`src/rtl/rf_write_arbiter.sv`:
```
// Two-requester register-file write arbiter: round-robin grant between ALU (A)
// and memory-load (B) writebacks, registered one-hot write port, conflict counter.
module rf_write_arbiter #(
   parameter int DATA_W = 16,
   parameter int CNT_W  = 8
) (
   input  logic              clk,
   input  logic              rst,
   input  logic              a_valid,
   input  logic [3:0]        a_reg,
   input  logic [DATA_W-1:0] a_data,
   output logic              a_ready,
   input  logic              b_valid,
   input  logic [3:0]        b_reg,
   input  logic [DATA_W-1:0] b_data,
   output logic              b_ready,
   input  logic              rf_hold,
   output logic              wr_en,
   output logic [15:0]       wr_line,
   output logic [DATA_W-1:0] wr_data,
   output logic              last_grant,
   output logic [CNT_W-1:0]  conflict_cnt
);

   typedef enum logic {
      PRI_A = 1'b0,
      PRI_B = 1'b1
   } pri_e;

   localparam logic [CNT_W-1:0] CNT_MAX = '1;

   pri_e              state;
   pri_e              state_next;
   logic              grant_a;
   logic              grant_b;
   logic              grant;
   logic              conflict;
   logic [3:0]        sel_reg;
   logic [DATA_W-1:0] sel_data;

   // NOTE: every always_comb output gets a default first, so no path can infer a latch.
   always_comb begin
      grant_a    = 1'b0;
      grant_b    = 1'b0;
      state_next = state;
      if (!rst && !rf_hold) begin
         if (a_valid && b_valid) begin
            grant_a = (state == PRI_A);
            grant_b = (state == PRI_B);
         end else begin
            grant_a = a_valid;
            grant_b = b_valid;
         end
      end
      if (grant_a) begin
         state_next = PRI_B;
      end else if (grant_b) begin
         state_next = PRI_A;
      end
   end

   assign a_ready  = grant_a;
   assign b_ready  = grant_b;
   assign grant    = grant_a | grant_b;
   assign conflict = a_valid & b_valid & ~rf_hold & ~rst;
   assign sel_reg  = grant_b ? b_reg : a_reg;
   assign sel_data = grant_b ? b_data : a_data;

   // NOTE: sequential state uses non-blocking assignments so all registers sample the same edge.
   always_ff @(posedge clk or posedge rst) begin
      if (rst) begin
         state <= PRI_A;
      end else begin
         state <= state_next;
      end
   end

   // Writes to R0 are accepted but never strobed; the register is read-only.
   always_ff @(posedge clk or posedge rst) begin
      if (rst) begin
         wr_en      <= 1'b0;
         wr_line    <= '0;
         wr_data    <= '0;
         last_grant <= 1'b1;
      end else begin
         wr_en   <= grant && (sel_reg != 4'd0);
         wr_line <= (grant && (sel_reg != 4'd0)) ? (16'd1 << sel_reg) : 16'd0;
         if (grant) begin
            wr_data    <= sel_data;
            last_grant <= grant_b;
         end
      end
   end

   always_ff @(posedge clk or posedge rst) begin
      if (rst) begin
         conflict_cnt <= '0;
      end else if (conflict && (conflict_cnt != CNT_MAX)) begin
         conflict_cnt <= conflict_cnt + 1'b1;
      end
   end

endmodule

```
`config.mk`:
```
export PLATFORM = sky130hd
export DESIGN_NAME = rf_write_arbiter
export DESIGN_NICKNAME = d
export VERILOG_FILES = /design/src/rtl/rf_write_arbiter.sv
export SDC_FILE = /design/constraint.sdc
export NUM_CORES = 1
export LEC_CHECK = 0
export CAP_MARGIN = 25
export CORE_MARGIN = 3
export CORE_UTILIZATION = 45
export DETAILED_ROUTE_END_ITERATION = 10
export PLACE_DENSITY = 0.84
export SYNTH_ARGS = -nofsm -noshare
export SYNTH_HDL_FRONTEND = slang
export SYNTH_SLANG_ARGS = --single-unit
```
`constraint.sdc`:
```
create_clock -name clk -period 1.6 [get_ports clk]
set_input_delay 0.32 -clock clk [delete_from_list [all_inputs] [get_ports clk]]
set_output_delay 0.32 -clock clk [all_outputs]
set_load 0.03 [all_outputs]
```
# --- Yosys cells after proc, flatten, opt, wreduce, memory -nomap -nowiden ---
# Cells that the tools add are included.
word_totals:
  regBits: 43
  latch_bits: 0
  ram_bits: 0
  rom_bits: 0
  input_bits: 45
  output_inout_bits: 44
  word_cells: 33
  memories: 0
classes:
  add_sub_neg: 1
  multipliers: 0
  div_mod_pow: 0
  order_cmp: 0
  eq_ne: 1
  shift: 1
  muxes: 9
  bitwise: 7
  n_reduce_logical: 8
op_table:
  columns: ["operator", "n"]
  rows:
  - ["$mux 16", 2]
  - ["$shl 1x4->16 const A", 1]
  - ["$add 8x1->8 const B", 1]
  - ["$ne 8x8->1 const B", 1]
  - ["$mux 1", 6]
  - ["$logic_and 1x1->1", 4]
  - ["$mux 4", 1]
  - ["$reduce_bool 4->1", 1]
  - ["$and 1x1->1", 3]
  - ["$not 1->1", 3]
  - ["$logic_not 1->1", 2]
  - ["$reduce_bool 2->1", 1]
  - ["$or 1x1->1", 1]

# --- Longest topological paths before layout ---
depth:
  word_depth: 7
  depth_mapped: 5
  mapped_depth_nobuf: 4

# --- Worst setup path before layout ---
# No wires, ideal clock.
synth_path:
  path_type: "register to register"
  from: "register conflict_cnt[0]"
  to: "register conflict_cnt[1]"
  setup_time_ps: 125
  arrival_time_ps: 1495
  required_ps: 1475
  path_slack_ps: -19
  stages_incl_launch_ff: 5
  path_buffers: 0
  period_less_slack_ps: 1619
  cell_sequence: "dfrtp_1 > ha_1 > nand3_1 > o21ai_1 > mux2_2"
synth_between:
  elab_chain_len: 2
  word_cells_on_any_way: 3
  cone_classes: "1 x add/sub; 1 x eq/ne; 1 x reduce/logical"
synth_rtl:
  columns: ["element", "line", "rtl"]
  rows:
  - ["from (decl)", "22", "output logic [CNT_W-1:0] conflict_cnt"]
  - ["from (signal assigned)", "99", "conflict_cnt <= conflict_cnt + 1'b1;"]
  - ["branches (longest 2 deep; another with $add 8x1->8)", null, null]
# Several ways; the timed one is not identified.
# A chain may end at the register's enable or synchronous reset.

# --- Worst setup path in the final report ---
layout_path:
  from: "register state"
  to: "output port b_ready"
layout_between:
  elab_chain_len: 2
layout_rtl:
  columns: ["element", "line", "rtl"]
  rows:
  - ["from (decl)", "32", "pri_e state;"]
  - ["from (signal assigned)", "74", "state <= state_next;"]
  - ["$mux 1", "47", "if (a_valid && b_valid) begin"]
  - ["$mux 1", "46", "if (!rst && !rf_hold) begin"]
  - ["to (decl)", "16", "output logic b_ready,"]
# No other way between the ends.

==> results.sh <==
export IMPL_avgViaCountPerCell=5.85
export IMPL_synth_seq_cells=43
export IMPL_slew_violations=0
export IMPL_cts_clk_slew_worst_paths_ns=0.08
export IMPL_gp_congestion=0.860
export IMPL_final_nets=411
export IMPL_drv_cap=0
export IMPL_wl_per_cell_um=16.0
export IMPL_overflow=0
export IMPL_fillCellCount=416
export IMPL_routed_wl_um=7000
export IMPL_finalHoldViolCount=0
export IMPL_die_h_um=81.1
export IMPL_clockBufferDepth=2
export IMPL_wl_met3_um=385
export IMPL_p_clk_share_pct=28.7
export IMPL_drive_gt1_share_pct=16.7
export IMPL_wirelength_met1_um=2940
export IMPL_area_delta_synth_final_pct=50.8
export IMPL_cts_sinks=43
export IMPL_critPathMaxFanout=4
export IMPL_crit_path_start="state$_DFFE_PP0P_"
export IMPL_fin_ws_ns=0.0803
export IMPL_insertedDiodeCount=0
export IMPL_ys_types=42
export IMPL_ys_warn_count=0
export IMPL_crit_required_ns=1.28
export IMPL_fin_util_pct=72.6
export IMPL_core_area_um2=5270
export IMPL_path_class="register to primary output"
export IMPL_dr_pass1_iters=4
export IMPL_r2r_start="conflict_cnt[0]$_DFFE_PP0P_"
export IMPL_maxUsedRoutingLayer="met4"
export IMPL_min_period_ns=1.52
export IMPL_dieWidth_um=81.1
export IMPL_combPwrFrac_pct=33.0
export IMPL_p_int_mw=2.35
export IMPL_vias=2550
export IMPL_hold_path_class="input pin to asynchronous set/reset pin"
export IMPL_clock_fmax_ghz=0.658
export IMPL_r2r_end="conflict_cnt[6]$_DFFE_PP0P_"
export IMPL_post_place_ws_ns=-0.325
export IMPL_fin_worst_skew_ns=0.00895
export IMPL_initial_core_util_pct=48.2
export IMPL_tns_ns=0
export IMPL_drt_initial_drc_count=247
export IMPL_leakage_nw=1.75
export IMPL_cp_start_kind="register"
export IMPL_ant_nets=0
export IMPL_setup_violations=0
export IMPL_syn_nets=309
export IMPL_cts_made_buffers=5
export IMPL_drc=0
export IMPL_clkLatencyLatePin_ns=0.30
export IMPL_grt_pass1_wl_um=11200
export IMPL_worstRegToRegCells=4
export IMPL_seqPwrFrac_pct=38.2
export IMPL_grtUsageTotal_pct=21.8
export IMPL_wl_met2_um=3600
export IMPL_p_per_area_nw_per_um2=913
export IMPL_io_buffers=88
export IMPL_row_count=26
export IMPL_syn_area_um2=2540
export IMPL_ios=89
export IMPL_cts_tree="done"
export IMPL_status="complete, no violations"
export IMPL_fin_crit_sh_pct=95.0
export IMPL_ir_drop_mv=0.877
export IMPL_dp_hpwl_um=5000
export IMPL_cts_root_buf="clkbuf_8"
export IMPL_antenna_found_initial=0
export IMPL_synth_area_per_cell_um2=9.65
export IMPL_cts_htree_levels=2
export IMPL_grt_max_degree=25
export IMPL_syn_inst=263
export IMPL_reg2reg_slack_ns=0.09
export IMPL_netSwitchingFraction_pct=32.7
export IMPL_die_area_um2=6580
export IMPL_seq_area_frac_synth_pct=42.4
export IMPL_endpoint="b_ready"
export IMPL_worst_setup_path_end_kind="primary output"
export IMPL_switchingPower_mw=1.14
export IMPL_arrival_ns=1.20
export IMPL_grt_pass1_vias=2385
-- how the worst min path moves through the flow --
stage / endpoint / cells after the start / slack [ns]
6_report: conflict_cnt[5]$_DFFE_PP0P_ / 3 / 0.28
5_1_grt: conflict_cnt[5]$_DFFE_PP0P_ / 3 / 0.31
4_1_cts: conflict_cnt[5]$_DFFE_PP0P_ / 3 / 0.28
3_5_place_dp: wr_data[13]$_DFFE_PP0P_ / 1 / 0.50
3_3_place_gp: wr_data[9]$_DFFE_PP0P_ / 1 / 0.50
2_1_floorplan: state$_DFFE_PP0P_ / 1 / 0.49
-- timing repair --
action | 4_1_cts | 5_1_grt
hold buffers | 0 | 0
pin swaps | 1 | 1
gates resized for setup | 41 | 7
setup endpoints to repair | 38 | 7
setup buffers | 1 | 0
-- critical path, stage by stage, from the launching register on --
cell and delay (ns):
dfrtp_1 0.42, nand2b_4 0.16, nand3_2 0.09, inv_1 0.06, buf_4 0.16
-- cell usage in the layout (no fill, tap or decap), types with 3 or more instances in the layout --
cell type / count
dlymetal6s2s_1: 6
nand4_1: 18
nor3b_1: 16
buf_12: 5
dfrtp_1: 40
nor4b_1: 8
a21oi_1: 18
clkbuf_8: 5
and4b_1: 8
inv_1: 3
a221o_1: 16
nor4bb_1: 12
buf_4: 33
and3_1: 3
nor3_1: 18
dlygate4sd2_1: 39
clkdlybuf4s50_1: 40
nand2_1: 21
o31ai_1: 14
nand3_1: 3
mux2_2: 3
-- state kept, by name (all words and copies together) (netlist names) --
name / cells
wr_en: 1
wr_data: 16
last_grant: 1
conflict_cnt: 8
wr_line: 16
state: 1
-- layer usage --
layer / global-route usage (%) / up-vias
li1: - / 1230
met1: 28.3 / 1233
met2: 36.7 / 81
met3: 4.32 / 6
met4: 6.42 / 0
met5: 0 / -
-- power groups by stage --
stage / sequential [mW] / clock (mW) / combinational (mW)
after floorplan: 1.62 / 0 / 0.389
after global placement: 1.36 / 0 / 1.22
after detailed placement: 1.36 / 0 / 1.25
after CTS: 1.34 / 1.01 / 1.16
after global routing: 1.35 / 1.06 / 1.24
final: 1.34 / 1.00 / 1.15
-- through the flow --
stage,total power [mW],hold WS [ns],instances,cell area [um^2]
finish,3.49,0.279,436,3830
global route,3.66,0.312,436,3830
CTS,3.50,0.279,436,3800
detailed placement,2.60,0.501,427,3700
global placement,2.58,0.498,427,3700
floorplan,2.01,0.486,263,2540
-- Yosys cell counts --
library cell	count	area, um^2
xnor2_1	1	8.76
buf_2	10	50.1
o21ai_1	1	5.00
nor2b_1	1	6.26
nor3_1	18	90.1
nor3b_1	16	120
nor4bb_1	12	120
inv_1	4	15.0
a21o_1	2	15.0
a31o_2	1	8.76
clkbuf_1	18	67.6
nor4_1	1	6.26
a21oi_1	18	90.1
mux2_2	3	33.8
mux2i_1	1	10.0
or2_1	1	6.26
nand3_2	1	10.0
a211oi_1	2	15.0
nand4_1	18	113
nand4bb_1	1	11.3
nor4b_1	8	70.1
nand3_1	3	15.0
a221o_1	16	160
and4b_1	8	80.1
dfstp_2	1	26.3
or4_1	2	15.0
ha_1	1	12.5
o21ai_2	1	8.76
dfrtp_1	42	1050
conb_1	1	3.75
o2111a_1	1	11.3
o31ai_1	14	105
nand2b_1	1	6.26
and4bb_2	1	12.5
and2_1	1	6.26
a31oi_1	1	6.26
nor2_1	2	7.51
nor2_2	2	12.5
and3_1	3	18.8
nand2_1	21	78.8
a41oi_1	2	17.5
buf_6	1	11.3
-- kinds of logic after synthesis --
| family | synth area share, % |
|---|---|
| buffers and inverters | 5.67 |
| XOR/XNOR | 0.345 |
| multiplexers | 1.72 |
| other | 0.148 |
| AND/OR/NAND/NOR | 31.7 |
| AO/OA/AOI/OAI | 17.4 |
| flip-flops | 42.4 |
| adder cells (fa/ha/maj) | 0.493 |
-- cell type report --
cell class | count | area [um^2] | share of cell area [%]
clock inverters | 3 | 67.6 | 1.77
inverters | 4 | 15.0 | 0.392
repair buffers | 124 | 1180 | 30.7
clock buffers | 5 | 68.8 | 1.80
well taps | 70 | 87.6 | 2.29
multi-input cells | 187 | 1330 | 34.8
flip-flops and latches | 43 | 1080 | 28.2
Note: power is estimated with default switching activity, not from simulation.
